**config.mk**
```make
export PLATFORM = sky130hd
export DESIGN_NAME = systolic_seq
export DESIGN_NICKNAME = d
export VERILOG_FILES = /design/src/rtl/systolic_seq.sv
export SDC_FILE = /design/constraint.sdc
export NUM_CORES = 1
export LEC_CHECK = 0
export ABC_AREA = 1
export CAP_MARGIN = 20
export CORE_MARGIN = 2
export CORE_UTILIZATION = 46
export CTS_CLUSTER_DIAMETER = 60
export CTS_CLUSTER_SIZE = 16
export DETAILED_ROUTE_END_ITERATION = 7
export HOLD_SLACK_MARGIN = 0.05
export PLACE_DENSITY = 0.9
export SLEW_MARGIN = 10
export SYNTH_ARGS = -nofsm -noshare
export SYNTH_HDL_FRONTEND = slang
export SYNTH_SLANG_ARGS = --single-unit
```
**constraint.sdc**
```tcl
create_clock -name clk -period 3.03 [get_ports clk]
set_clock_uncertainty 0.05 [all_clocks]
set_input_delay 0.7575 -clock clk [delete_from_list [all_inputs] [get_ports clk]]
set_output_delay 0.7575 -clock clk [all_outputs]
set_load 0.02 [all_outputs]
```
**src/rtl/systolic_seq.sv**
```systemverilog
// Tile sequencer for an N x N weight-stationary systolic array: loads weight rows,
// fires the skewed switch wave, streams skewed input vectors, then drains.
// Optional stall counter port enabled by `define SYSTOLIC_SEQ_STALL_CNT_EN.
module systolic_seq #(
  parameter int N     = 2,
  parameter int VEC_W = 8
) (
  input  logic               clk,
  input  logic               rst,
  input  logic               start,
  input  logic [VEC_W-1:0]   num_vecs,
  input  logic               w_valid,
  output logic               w_ready,
  input  logic [N*16-1:0]    w_data,
  input  logic               x_valid,
  output logic               x_ready,
  input  logic [N*16-1:0]    x_data,
  output logic [N*16-1:0]    arr_weight,
  output logic [N-1:0]       arr_accept,
  output logic [N-1:0]       arr_switch,
  output logic [N*16-1:0]    arr_input,
  output logic [N-1:0]       arr_valid,
  output logic               busy,
  output logic               done
`ifdef SYSTOLIC_SEQ_STALL_CNT_EN
  ,
  output logic [31:0]        stall_cnt
`endif
);

  localparam int RW = $clog2(N + 1);
  localparam int DW = (N > 1) ? $clog2(2 * N - 1) : 1;
  localparam logic [RW-1:0] ROW_LAST   = RW'(N);
  localparam logic [DW-1:0] DRAIN_LAST = DW'(2 * N - 2);

  typedef enum logic [2:0] {
    S_IDLE,
    S_LOAD,
    S_SWITCH,
    S_STREAM,
    S_DRAIN
  } state_t;

  state_t             r_state;
  state_t             w_state_nxt;
  logic [RW-1:0]      r_row_cnt;
  logic [VEC_W-1:0]   r_vec_cnt;
  logic [VEC_W-1:0]   r_num;
  logic [DW-1:0]      r_drain_cnt;
  logic [N-1:0]       r_sw_p0;
  logic               w_w_hs;
  logic               w_x_hs;
  logic               w_start_acc;

  // Ready drops in the cycle the counter hits its target; that cycle is the transition cycle.
  assign w_ready     = (r_state == S_LOAD)   && (r_row_cnt != ROW_LAST);
  assign x_ready     = (r_state == S_STREAM) && (r_vec_cnt != r_num);
  assign w_w_hs      = w_valid & w_ready;
  assign w_x_hs      = x_valid & x_ready;
  assign w_start_acc = (r_state == S_IDLE) && start;
  assign busy        = (r_state != S_IDLE);

  always_comb begin
    w_state_nxt = r_state;
    case (r_state)
      S_IDLE:   if (start) w_state_nxt = S_LOAD;
      S_LOAD:   if (r_row_cnt == ROW_LAST) w_state_nxt = S_SWITCH;
      S_SWITCH: w_state_nxt = (r_num == '0) ? S_DRAIN : S_STREAM;
      S_STREAM: if (r_vec_cnt == r_num) w_state_nxt = S_DRAIN;
      S_DRAIN:  if (r_drain_cnt == DRAIN_LAST) w_state_nxt = S_IDLE;
      default:  w_state_nxt = S_IDLE;
    endcase
  end

  always_ff @(posedge clk) begin
    if (rst) begin
      r_state     <= S_IDLE;
      r_row_cnt   <= '0;
      r_vec_cnt   <= '0;
      r_num       <= '0;
      r_drain_cnt <= '0;
      done        <= 1'b0;
    end else begin
      r_state <= w_state_nxt;
      if (w_start_acc) begin
        r_num     <= num_vecs;
        r_row_cnt <= '0;
      end else if (w_w_hs) begin
        r_row_cnt <= r_row_cnt + 1'b1;
      end
      if (r_state == S_SWITCH)
        r_vec_cnt <= '0;
      else if (w_x_hs)
        r_vec_cnt <= r_vec_cnt + 1'b1;
      r_drain_cnt <= (r_state == S_DRAIN) ? r_drain_cnt + 1'b1 : '0;
      done        <= (r_state == S_DRAIN) && (r_drain_cnt == DRAIN_LAST);
    end
  end

  // Stage p0: weight row register and switch skew line (row r taps stage r)
  always_ff @(posedge clk) begin
    if (rst) begin
      arr_weight <= '0;
      arr_accept <= '0;
      r_sw_p0    <= '0;
    end else begin
      arr_weight <= w_w_hs ? w_data : '0;
      arr_accept <= {N{w_w_hs}};
      r_sw_p0[0] <= (r_state == S_SWITCH);
      for (int i = 1; i < N; i++)
        r_sw_p0[i] <= r_sw_p0[i-1];
    end
  end

  assign arr_switch = r_sw_p0;

  // Stage p0..pR: per-row input skew line, row r is r+1 registers deep
  for (genvar gr = 0; gr < N; gr++) begin : g_row
    logic [gr:0][15:0] r_in_p;
    logic [gr:0]       r_vld_p;

    always_ff @(posedge clk) begin
      if (rst) begin
        r_in_p  <= '0;
        r_vld_p <= '0;
      end else begin
        r_in_p[0]  <= w_x_hs ? x_data[16*gr +: 16] : 16'h0000;
        r_vld_p[0] <= w_x_hs;
        for (int k = 1; k <= gr; k++) begin
          r_in_p[k]  <= r_in_p[k-1];
          r_vld_p[k] <= r_vld_p[k-1];
        end
      end
    end

    assign arr_input[16*gr +: 16] = r_in_p[gr];
    assign arr_valid[gr]          = r_vld_p[gr];
  end

`ifdef SYSTOLIC_SEQ_STALL_CNT_EN
  logic [31:0] r_stall_cnt;
  logic        w_stall;

  assign w_stall = (w_ready && !w_valid) || (x_ready && !x_valid);

  always_ff @(posedge clk) begin
    if (rst || w_start_acc)
      r_stall_cnt <= '0;
    else if (w_stall && (r_stall_cnt != 32'hFFFF_FFFF))
      r_stall_cnt <= r_stall_cnt + 32'd1;
  end

  assign stall_cnt = r_stall_cnt;
`endif

endmodule

```
==> summary.txt <==
Timing
  • Setup ws final: just over 0.2 ns
  • Crit share post-route: roughly 93%
  • Worst rel slew slack: 57.3%
  • Min cycle time layout: approximately 2.8 ns
  • Hold Vio Cnt, Final: 0
  • F_max: 354 MHz
  • Hold Slack: 0.356 ns
  • Final setup vio count: 0
  • Worst-Margin Slew: 0.639 ns
  • Post-route setup TNS: 0 ns
  • RSZ-0062 raised after global routing: no
  • Slew Viols, Final: 0

Floorplan
  • Die ar.: a little over 9000 um2
  • Chip width: 95.2 um
  • Core area: 8130 um2
  • Die H: 95.2 um
  • Number of I/O pins: 151
  • Initial Util: a little under half
  • # rows: 33

Drt
  • Via density: 4.36
  • WL/cell: about 12 um
  • Antenna-violating nets left: 0
  • Residual DRC count: 0
  • DRT Wirelength: around 8500 um
  • 1st-iter DRT viols: 70
  • First drt pass iteration count: 4
  • Via count: 3104

Setup path
  • CP max FO: 9
  • Crit-path slowest cell: clkdlybuf4s50_1
  • Setup CP Type: reg2out
  • Crit-path max cell delay: 0.53 ns
  • Worst EP required: between 2 and 2.5 ns
  • Arrival time worst endpoint: 2.02 ns
  • CP Buf/Inv Count: 2
  • CP startpoint: r_vec_cnt[5]$_SDFFE_PP0P_
  • Start of the worst register-to-register path: r_vec_cnt[5]$_SDFFE_PP0P_
  • Delay-heaviest family, CP: simple AND/OR/NAND/NOR gates
  • Cell mode on critical path: nand2_1
  • Worst Setup End Kind: output pin
  • Crit-path cells: nand2_1, nand2_1, nand2_1, nor2_1, nand2_4, nand2_1, inv_1, clkdlybuf4s50_1
  • Startpoint Class: flop

Logic synthesis
  • Synthesized area per cell: 8.17 um2
  • Yosys cell types: 23
  • Synth Area in Simple Gates: 20.4%
  • Syn Std Cell Area: 3820 um2
  • Synth Area in Adders: 0.982%
  • Synth Area in Compound Gates: 3.66%
  • Syn Inst Count: approximately 470
  • Yosys warning count: 0
  • Register area share after synthesis: 57.1%
  • Largest family of logic cells by synthesized area: simple AND/OR/NAND/NOR gates
  • Area contributors post-synth: dfxtp_1, inv_1, nor2_1
  • Xor/xnor share of the synthesized area: about 1.6%
  • Post-synth top area cell: dfxtp_1
  • Synth top area share: a little under three fifths
  • Fraction of synthesized area in multiplexers: 0%
  • Syn_nets: 548
  • #FFs+latches synth: 109

CTS
  • TritonCTS Sinks: 109
  • Reg clk slew, reported paths: 0.11 ns
  • Post-CTS Setup Inserts: 0
  • Max clock buf depth: 2
  • Num CTS Buffers: 9
  • Cts hold-fix bufs: 0
  • Post-CTS Resized: 0
  • CTS root buf: clkbuf_8
  • Skew-Pair Late Insertion Delay: 0.36 ns
  • CTS tree: done
  • H-tree depth: 3

Global routing
  • First-pass GRT wire length: 13100 um
  • Grt ovf: 0
  • Total GRT Usage: between 15 and 20%
  • Largest net degree at the start of global routing: 33
  • Initial antenna violation count: 0
  • Number of global-route vias before repair: between 2000 and 3000

Power and ir drop
  • Combinational power share: 22.8%
  • Leak: 2.45 nW
  • Net switching power: 0.965 mW
  • Switch share: 30.0%
  • Clock power frac: between 20% and 30%
  • Power density cells: 588 nW/um2
  • Sequential Power Share: 49.6%
  • Final Power: 3.22 mW
  • VDD IR max: 0.000271 V
  • Internal: 2.25 mW

Cells and area
  • Filler cell count in the final layout: ~620
  • Area growth from synthesis to layout: 43.2%
  • Finished Cell Area: roughly 5500 um2
  • Antenna Cells: 0
  • Net count of the finished layout: 682
  • Share of post-route cells with drive strength above 1: 6.26%

Placed design
  • IO buf count: 150
  • DP Wirelength: 6640 um
  • Placed Instance Area: ~5300 um2
  • Placer Congestion: 0.893
  • Place WS: between 0.5 and 0.6 ns

Run
  • # Max-Cap Violations: 0

Hold path
  • HP Start: g_row[1].r_in_p[5]$_SDFF_PP0_
  • Worst min-delay path category: reg2reg

Status
  • Status: finished, final reports clean
-- worst paths after layout --
| kind | endpoint | slack (ns) | cells past startpoint |
|---|---|---|---|
| max | x_ready | 0.21 | 8 |
| min | arr_input[21]$_SDFF_PP0_ | 0.36 | 2 |
| max reg2reg | g_row[0].r_in_p[7]$_SDFF_PP0_ | 1.14 | 9 |
| min reg2reg | arr_input[21]$_SDFF_PP0_ | 0.36 | 2 |
-- synthesized netlist by cell type, drive strengths merged --
cell	number
a21oi	17
buf	25
clkbuf	5
dfxtp	109
ha	3
inv	111
nand2	49
nand3	10
nand3b	1
nand4	8
nor2	108
nor3	3
o21ai	11
or2	1
xnor2	4
xor2	3
-- cells in the final DEF (no fill, tap or decap) --
cell / synthesis / final
dfxtp_1: 109 / 109
nand3b_1: 1 / 1
clkbuf_8: 0 / 9
buf_4: 18 / 3
bufinv_16: 0 / 1
nor2_2: 13 / 13
nand2_4: 1 / 1
or2_2: 1 / 1
nand3_1: 9 / 9
clkinv_2: 0 / 1
nor2_4: 1 / 1
a21oi_1: 17 / 17
inv_6: 0 / 2
nor3_1: 3 / 3
xnor2_1: 4 / 4
o21ai_0: 11 / 11
ha_1: 3 / 3
nand2_1: 48 / 48
nand4_1: 8 / 8
inv_8: 0 / 1
clkdlybuf4s50_1: 0 / 150
xor2_1: 3 / 3
clkinv_4: 0 / 2
nor2_1: 94 / 94
inv_1: 109 / 109
inv_2: 2 / 2
nand3_4: 1 / 1
-- power groups by stage --
stage          Sequential, mW  Clock, mW  Combinational, mW
6_report                 1.60      0.889              0.734
5_1_grt                  1.61      0.969              0.813
4_1_cts                  1.60      0.908              0.735
3_5_place_dp             1.63          0              0.733
3_3_place_gp             1.63          0              0.711
2_1_floorplan            1.67          0              0.387
-- flip-flops by register name, summed over array words and instances, names as in the netlist, 3 cells and up --
name          cells
r_num             8
r_vec_cnt         8
g_row.r_in_p     32
r_state           3
arr_weight       32
arr_input        16
-- layer usage --
layer  part of all wire (%)  up-vias  global-route usage [%]
met1                     38     1382                    20.2
met4                    2.2        0                    7.49
met5                      0        -                       0
li1                       -     1604                       -
met2                     53      104                    32.8
met3                    7.4       14                    6.40
-- worst register-to-register path, stage by stage (launching register included) --
cell and delay, ns:
dfxtp_1 0.42, nand2_1 0.08, nand2_1 0.07, nand2_1 0.05
nor2_1 0.18, nand2_4 0.12, nand3_4 0.15, nor2_4 0.05
inv_2 0.47, nor2_1 0.12
-- kinds of logic (layout without fill, tap and decap cells) --
logic type	Yosys count	count (layout)
xor gates and xnor gates	7	7
DFF	109	109
AOI/OAI and AO/OA	28	28
buffers and inverters	141	280
adders and majority gates	3	3
and+or+nand+nor	180	180
-- cell type report --
| type | instances | area [um2] | share of cell area (%) |
|---|---|---|---|
| inverters | 111 | 417 | 7.61 |
| flip-flops and latches | 109 | 2180 | 39.8 |
| clock inverters | 7 | 81.3 | 1.49 |
| clock buffers | 9 | 124 | 2.26 |
| repair buffers | 153 | 1520 | 27.8 |
| multi-input cells | 218 | 1020 | 18.6 |
| well taps | 105 | 131 | 2.40 |
-- per-stage QoR --
| stage | util, % | cells |
|---|---|---|
| 2_1_floorplan | - | 468 |
| 3_3_place_gp | 64.8 | 696 |
| 3_5_place_dp | 64.8 | 696 |
| 4_1_cts | 67.3 | 712 |
| 5_1_grt | 67.3 | 712 |
| 6_report | 67.3 | 712 |
Power figures use the tool's default switching activity.
